**config.mk**
```make
export PLATFORM = sky130hd
export DESIGN_NAME = div_unit
export DESIGN_NICKNAME = d
export VERILOG_FILES = /design/src/rtl/div_pkg.sv /design/src/rtl/div_step.sv /design/src/rtl/div_unit.sv
export SDC_FILE = /design/constraint.sdc
export NUM_CORES = 1
export LEC_CHECK = 0
export ABC_AREA = 1
export CAP_MARGIN = 20
export CORE_UTILIZATION = 55
export CTS_BUF_LIST = sky130_fd_sc_hd__clkbuf_8 sky130_fd_sc_hd__clkbuf_16
export DETAILED_ROUTE_END_ITERATION = 7
export GPL_TIMING_DRIVEN = 1
export PLACE_DENSITY = 0.73
export SLEW_MARGIN = 20
export SYNTH_ARGS = -nofsm -noshare
export SYNTH_HDL_FRONTEND = slang
export SYNTH_SLANG_ARGS = --single-unit
```
**constraint.sdc**
```tcl
create_clock -name clk -period 12.4 [get_ports clk]
set_input_delay 2.48 -clock clk [delete_from_list [all_inputs] [get_ports clk]]
set_output_delay 2.48 -clock clk [all_outputs]
set_load 0.02 [all_outputs]
```
**src/rtl/div_pkg.sv**
```systemverilog
// Shared types and helpers for the iterative restoring divider.
package div_pkg;

  typedef enum logic [1:0] {
    DIV  = 2'b00,
    DIVU = 2'b01,
    REM  = 2'b10,
    REMU = 2'b11
  } div_op_t;

  typedef enum logic [1:0] {
    IDLE = 2'b00,
    BUSY = 2'b01,
    DONE = 2'b10
  } div_state_t;

  function automatic logic is_signed_op(input div_op_t op);
    return (op == DIV) || (op == REM);
  endfunction

  function automatic logic is_rem_op(input div_op_t op);
    return (op == REM) || (op == REMU);
  endfunction

endpackage

```
**src/rtl/div_step.sv**
```systemverilog
// One restoring shift-subtract iteration; purely combinational.
module div_step #(
  parameter int WIDTH = 32
) (
  input  logic [WIDTH-1:0] rem,
  input  logic             dvd_bit,
  input  logic [WIDTH-1:0] divisor,
  output logic [WIDTH-1:0] rem_next,
  output logic             q_bit
);

  logic [WIDTH:0] shifted_s;
  logic [WIDTH:0] trial_s;

  // Shift in the next dividend bit and keep the difference only if it did not borrow.
  always_comb begin
    shifted_s = {rem, dvd_bit};
    trial_s   = shifted_s - {1'b0, divisor};
    if (trial_s[WIDTH]) begin
      q_bit    = 1'b0;
      rem_next = shifted_s[WIDTH-1:0];
    end else begin
      q_bit    = 1'b1;
      rem_next = trial_s[WIDTH-1:0];
    end
  end

endmodule

```
**src/rtl/div_unit.sv**
```systemverilog
// Multi-cycle RISC-V DIV/DIVU/REM/REMU unit; WIDTH+1 cycle latency.
// Define DIV_EARLY_OUT_EN to finish divide-by-zero and signed overflow in one cycle.
module div_unit
  import div_pkg::*;
#(
  parameter int WIDTH = 32
) (
  input  logic             clk,
  input  logic             rst,
  input  logic             Start,
  input  logic [1:0]       Op,
  input  logic [WIDTH-1:0] A,
  input  logic [WIDTH-1:0] B,
  input  logic             Flush,
  output logic [WIDTH-1:0] Result,
  output logic             Done,
  output logic             Busy,
  output logic             Stall
);

  localparam int CW = $clog2(WIDTH) + 1;

  div_state_t       state_r;
  div_op_t          op_r;
  logic [WIDTH-1:0] dvd_r, rem_r, dvs_r, result_r;
  logic             neg_q_r, neg_r_r, zero_r, done_r, busy_r;
  logic [CW-1:0]    cnt_r;

  div_op_t          op_s;
  logic             a_neg_s, b_neg_s, stall_s, q_bit_s;
  logic [WIDTH-1:0] a_mag_s, b_mag_s, rem_next_s, quo_next_s, q_fin_s, r_fin_s;

  assign op_s       = div_op_t'(Op);
  assign a_neg_s    = is_signed_op(op_s) & A[WIDTH-1];
  assign b_neg_s    = is_signed_op(op_s) & B[WIDTH-1];
  assign a_mag_s    = a_neg_s ? ({WIDTH{1'b0}} - A) : A;
  assign b_mag_s    = b_neg_s ? ({WIDTH{1'b0}} - B) : B;
  assign quo_next_s = {dvd_r[WIDTH-2:0], q_bit_s};

  div_step #(.WIDTH(WIDTH)) u_step (
    .rem      (rem_r),
    .dvd_bit  (dvd_r[WIDTH-1]),
    .divisor  (dvs_r),
    .rem_next (rem_next_s),
    .q_bit    (q_bit_s)
  );

  // A zero divisor forces an all-ones quotient regardless of operand signs.
  assign q_fin_s = zero_r  ? {WIDTH{1'b1}} :
                   neg_q_r ? ({WIDTH{1'b0}} - quo_next_s) : quo_next_s;
  assign r_fin_s = neg_r_r ? ({WIDTH{1'b0}} - rem_next_s) : rem_next_s;

`ifdef DIV_EARLY_OUT_EN
  logic             b_zero_s, ovf_s, early_s;
  logic [WIDTH-1:0] early_res_s;
  assign b_zero_s    = (B == {WIDTH{1'b0}});
  assign ovf_s       = is_signed_op(op_s) & (A == {1'b1, {(WIDTH-1){1'b0}}}) & (B == {WIDTH{1'b1}});
  assign early_s     = b_zero_s | ovf_s;
  assign early_res_s = is_rem_op(op_s) ? (b_zero_s ? A : {WIDTH{1'b0}})
                                       : (b_zero_s ? {WIDTH{1'b1}} : A);
`endif

  // Stall must see Start combinationally so the pipeline freezes in the accept cycle.
  always_comb begin
    if (rst) begin
      stall_s = 1'b0;
    end else if (state_r == BUSY) begin
      stall_s = 1'b1;
    end else if ((state_r == IDLE) && Start && !Flush) begin
      stall_s = 1'b1;
    end else begin
      stall_s = 1'b0;
    end
  end

  // Control FSM, operand latches, iteration datapath and registered outputs.
  always_ff @(posedge clk) begin
    if (rst) begin
      state_r  <= IDLE;
      op_r     <= DIV;
      dvd_r    <= {WIDTH{1'b0}};
      rem_r    <= {WIDTH{1'b0}};
      dvs_r    <= {WIDTH{1'b0}};
      result_r <= {WIDTH{1'b0}};
      neg_q_r  <= 1'b0;
      neg_r_r  <= 1'b0;
      zero_r   <= 1'b0;
      done_r   <= 1'b0;
      busy_r   <= 1'b0;
      cnt_r    <= {CW{1'b0}};
    end else if (Flush) begin
      state_r <= IDLE;
      done_r  <= 1'b0;
      busy_r  <= 1'b0;
    end else begin
      case (state_r)
        IDLE: begin
          done_r <= 1'b0;
          if (Start) begin
            op_r    <= op_s;
            dvd_r   <= a_mag_s;
            rem_r   <= {WIDTH{1'b0}};
            dvs_r   <= b_mag_s;
            neg_q_r <= a_neg_s ^ b_neg_s;
            neg_r_r <= a_neg_s;
            zero_r  <= (B == {WIDTH{1'b0}});
            cnt_r   <= {CW{1'b0}};
`ifdef DIV_EARLY_OUT_EN
            if (early_s) begin
              state_r  <= DONE;
              done_r   <= 1'b1;
              busy_r   <= 1'b0;
              result_r <= early_res_s;
            end else begin
              state_r <= BUSY;
              busy_r  <= 1'b1;
            end
`else
            state_r <= BUSY;
            busy_r  <= 1'b1;
`endif
          end else begin
            state_r <= IDLE;
            busy_r  <= 1'b0;
          end
        end
        BUSY: begin
          dvd_r <= quo_next_s;
          rem_r <= rem_next_s;
          cnt_r <= cnt_r + CW'(1);
          if (cnt_r == CW'(WIDTH - 1)) begin
            state_r  <= DONE;
            busy_r   <= 1'b0;
            done_r   <= 1'b1;
            result_r <= is_rem_op(op_r) ? r_fin_s : q_fin_s;
          end else begin
            state_r <= BUSY;
            busy_r  <= 1'b1;
          end
        end
        DONE: begin
          state_r <= IDLE;
          done_r  <= 1'b0;
          busy_r  <= 1'b0;
        end
        default: begin
          state_r <= IDLE;
          done_r  <= 1'b0;
          busy_r  <= 1'b0;
        end
      endcase
    end
  end

  assign Result = result_r;
  assign Done   = done_r;
  assign Busy   = busy_r;
  assign Stall  = stall_s;

endmodule
```
After elaboration in Yosys (flattened, before gate mapping)
Index checks and enable logic that the tools add are counted. Widths: inputs -> output; s select.

Input port bits: 70. Register bits: 143. Output and inout bits: 35. Logic and storage cells: 66.

$add $sub $neg: 6. Bitwise gates (word level): 5. Equality and inequality tests: 6. Mux-type cells: 23. Reduce and logical (&&, ||, !) cells: 14.

Operators by type and width (number): $mux 32 (9); $pmux 32 s2 (2); $sub 1x32->32 const A (4); $sub 33x32->33 (1); $logic_not 32->1 (1); $pmux 6 s2 (1); $reduce_and 3->1 (3); $mux 1 (7); $add 6x1->6 const B (1); $eq 2x2->1 const B (3); $eq 6x5->1 const B (1); $mux 6 (1); $logic_not 2->1 (2); $pmux 2 s2 (1); $reduce_or 3->1 (1); $and 1x1->1 (2); $eq 2x1->1 const B (1); $logic_and 1x1->1 (2); $logic_or 1x1->1 (2); $mux 2 (1); $ne 2x2->1 const B (1); $not 1->1 (2); $pmux 1 s2 (1); $reduce_bool 2->1 (1); other kinds (3) (3).

Longest topological paths before layout
Depth after elaboration: 6. Depth in mapped cells: 31. Gate-level depth less buffers: 29.

Modules after synthesis
A second synthesis with hierarchy kept.

Cell total of the unflattened synthesis: 2238. Area total of the unflattened synthesis: 12532.0 µm².

Modules (own cells, without submodules): div_unit (area each 9381.5 µm², times used 1, cells each 1558, seq. area each 2822.7 µm²); div_step (area each 3150.5 µm², times used 1, cells each 680, seq. area each 0.0 µm²).

Worst setup path after synthesis
OpenSTA, ideal clock, no wires.

Path type: input to output. From: input port Flush. To: output port Stall. Required time: 9.920 ns. Path buffers: 0. Setup slack: 6.603 ns. Stages: 2. Arrival time: 3.317 ns. Cell sequence: or3b_2 > a21oi_1.

Longest elaborated chain between the ends: 5.

RTL lines: from (decl) (RTL line div_unit.sv:14) `input logic Flush,`; $logic_not 1->1 (RTL line div_unit.sv:69) `end else if ((state_r == IDLE) && Start && !Flush) begin`; $logic_and 1x1->1 (RTL line div_unit.sv:69); $mux 1 (RTL line div_unit.sv:69); $mux 1 (RTL line div_unit.sv:67) `end else if (state_r == BUSY) begin`; $mux 1 (RTL line div_unit.sv:65) `if (rst) begin`; to (decl) (RTL line div_unit.sv:18) `output logic Stall`.

No other way between the ends.

Worst setup path after layout
From: input port rst. To: output port Stall.

Longest elaborated chain between the ends: 1.

RTL lines: from (decl) (RTL line div_unit.sv:9) `input logic rst,`; $mux 1 (RTL line div_unit.sv:65).

No other way between the ends.

==> flow_metrics.py <==
metrics = {
    "clocking": {
        "cts_setup_buffers": 0,
        "clk_pin_slew_ns": 0.06,
        "cts_tree": "built",
        "root_buffer": "clkbuf_16",
        "clk_latency_ns": 0.44,
        "clkSinkCount": 141,
        "hold_buffers": 0,
        "h-tree-depth": 4,
        "numCtsBuffers": 17,
        "cts-resized-gates": 0,
        "clock_path_buffers": 2,
    },
    "final_layout": {
        "n_antenna_cell": 0,
        "fin_nets": 2168,
        "final_area_sq_um": 13600,
        "final_core_util": 0.643,
        "drive_above_1_share": 0.0618,
        "area_growth_pct": 14.1,
    },
    "grt": {
        "grt_antenna_before_repair": 0,
        "grt_max_degree": 50,
        "grt.overflow.total": 0,
        "grt_pass1_wl_mm": 60.6,
        "grtUsageTotal": 0.351,
        "grt_pass1_vias": 11700,
    },
    "timing": {
        "tns_ns": 0,
        "worst_slack_ns": 5.48,
        "finalMaxSlewViolations": 0,
        "finClkSkew_ns": 0.0160,
        "fin_crit_ns": 6.92,
        "rsz0062_at_grt": "false",
        "hold_viol": 0,
        "setup_viol": 0,
        "max_freq_mhz": 144,
        "period_share": 0.558,
        "slew-limit-headroom": 0.251,
        "tightestPinTransition_ns": 1.12,
    },
    "drt": {
        "routedWlPerCell_um": 16.3,
        "antenna_left": 0,
        "route.detailed.drc": 4,
        "viasPerCell": 5.64,
        "drt-initial-drc-count": 1294,
        "routed_wl_mm": 38.4,
        "num_vias": 13200,
        "firstDrtPassIters": 8,
    },
    "critical_path": {
        "cpPeakStageDelay_ns": 0.98,
        "path_cells": "clkdlybuf4s50_1 > a21oi_1 > clkdlybuf4s50_1",
        "cp_slowest_cell": "clkdlybuf4s50_1",
        "required_ns": 9.92,
        "r2r-end": "Result[26]$_SDFFE_PP0P_",
        "rr_startpoint": "dvd_r[31]$_SDFFE_PP0P_",
        "rr_worst_depth": 28,
        "cp-end-kind": "primary output",
        "start_kind": "input port",
        "critPathMostFrequentCell": "clkdlybuf4s50_1",
        "worstPathMaxFanout": 22,
        "reg2reg_slack_ns": 7.32,
        "path_class": "in -> out",
        "cp.arrival_ns": 4.44,
    },
    "pwr": {
        "p_clk_frac": 0.279,
        "p_leak_nw": 6.59,
        "comb_power_share": 0.445,
        "power.density_nw_per_um2": 131,
        "seqPwrFrac": 0.276,
        "vdd_drop_max_v": 0.0000926,
        "p_int_mw": 1.00,
        "swShare": 0.434,
        "power_mw": 1.77,
        "p_sw_mw": 0.770,
    },
    "hold_path": {
        "min_path_cells": 2,
        "hp-start": "cnt_r[5]$_SDFFE_PP0P_",
        "whs_endpoint": "cnt_r[5]$_SDFFE_PP0P_",
        "hold_class": "reg -> reg",
    },
    "logic_synthesis": {
        "yosysMostFrequentCell": "nand2_1",
        "synth.yosys.warnings": 0,
        "syn_area_sq_um": 11900,
        "postSynthNetCount": 2107,
        "synth_edf_count": 0,
        "synth_area_leaders": "dfxtp_1 (24%), nand2_1 (17%), inv_1 (9.5%), nand3_1 (5.9%), o21ai_0 (5.9%)",
        "syn_avg_cell_area_sq_um": 5.95,
        "async_flop_share": 0,
        "ys_seq_area_frac": 0.237,
        "synth_top_area_frac": 0.237,
        "yosys_register_bits": 141,
        "synthTopCellsByCount": "nand2_1 (541), inv_1 (300), nor2_1 (156), dfxtp_1 (141), nand3_1 (141)",
        "yosysUniqueCellTypes": 52,
        "yosysTopAreaCell": "dfxtp_1",
        "synth_cells": 1999,
        "synthFlopType": "dfxtp_1",
    },
    "outcome": {
        "violations": "DRC",
        "run_status": "finished, violations left",
    },
    "die": {
        "row_count": 53,
        "io_pins": 105,
        "die_area_sq_um": 22200,
        "fp.coreArea_sq_um": 21100,
        "fp.dieH_um": 149,
        "die_w_um": 149,
        "start_util": 0.564,
    },
    "place": {
        "post-dp-hpwl_mm": 29.8,
        "port_buffers": 104,
        "dpl_worst_slack_ns": 5.54,
        "placed_area_sq_um": 13000,
        "place_congestion": 0.994,
    },
    "flow_run": {
        "cap_violations": 0,
    },
}
==> routing by layer <==
| layer | vias up | wire, um | global-route usage |
|---|---|---|---|
| met2 | 557 | 16400 | 0.534 |
| met4 | 0 | 1170 | 0.123 |
| met3 | 80 | 3390 | 0.0664 |
| met5 | - | 0 | 0 |
| met1 | 5980 | 17400 | 0.493 |
| li1 | 6625 | - | - |
==> state kept, by name, summed over array words and instances, names as in the netlist <==
name,count
zero_r,1
cnt_r,6
dvs_r,32
op_r,1
Done,1
rem_r,32
neg_q_r,1
neg_r_r,1
state_r,2
dvd_r,32
Result,32
==> worst max-delay path by stage <==
stage / start / endpoint / cells after the start
after global routing: rst / Stall / 3
after CTS: rst / Stall / 3
after floorplan: Flush / Stall / 2
after detailed placement: rst / Stall / 3
final: rst / Stall / 3
after global placement: rst / Stall / 3
==> cell families (layout without fill, tap and decap cells) <==
logic type      count (synthesis)  count (layout)  share of synthesized area
simple gates                  996             996                      0.368
buf+inv                       388             461                      0.129
fa+ha+maj                      38              38                     0.0406
flops                         141             141                      0.237
compound gates                380             380                      0.184
xor+xnor                       56              56                     0.0413
==> critical path: cells and delay by family <==
family                 cells  cell delay [ns]
buffers and inverters      2             1.62
AO/OA/AOI/OAI              1             0.34
==> layout by cell type (no fill, tap or decap), types with 11 or more instances in the layout <==
cell type	netlist	final
nand2_1	541	540
inv_1	300	301
nor2_1	156	153
dfxtp_1	141	141
nand3_1	141	141
o21ai_0	140	140
a21oi_1	114	114
clkdlybuf4s50_1	0	104
nor3_1	41	41
o22ai_1	38	38
ha_1	37	37
xor2_1	35	35
nand2_2	29	30
o211ai_1	25	25
nand4_1	22	22
xnor2_1	21	21
nor2_2	14	17
clkbuf_16	0	17
o32ai_1	16	16
nand3b_1	16	16
inv_2	11	11
a31oi_1	11	11
==> power by group through the flow <==
stage               clock [mW]  sequential, mW  combinational (mW)
global route             0.517           0.491               0.882
finish                   0.494           0.490               0.790
detailed placement           0           0.499               0.770
global placement             0           0.499               0.762
CTS                      0.498           0.489               0.775
floorplan                    0           0.492               0.591
==> area by class of cell <==
cell class              count  area [sq um]
clock buffers              18           439
well taps                 275           344
repair buffers            114          1120
fillers                  2138          7530
clock inverters            13           116
inverters                 316          1190
flip-flops and latches    141          2820
multi-input cells        1470          7540
==> through the flow <==
| step | instances | hold slack (ns) |
|---|---|---|
| after floorplan | 1999 | 0.447 |
| after global placement | 2316 | 0.461 |
| after detailed placement | 2316 | 0.466 |
| after CTS | 2347 | 0.477 |
| after global routing | 2347 | 0.505 |
| final | 2347 | 0.479 |
Note: power is estimated with default switching activity, not from simulation.
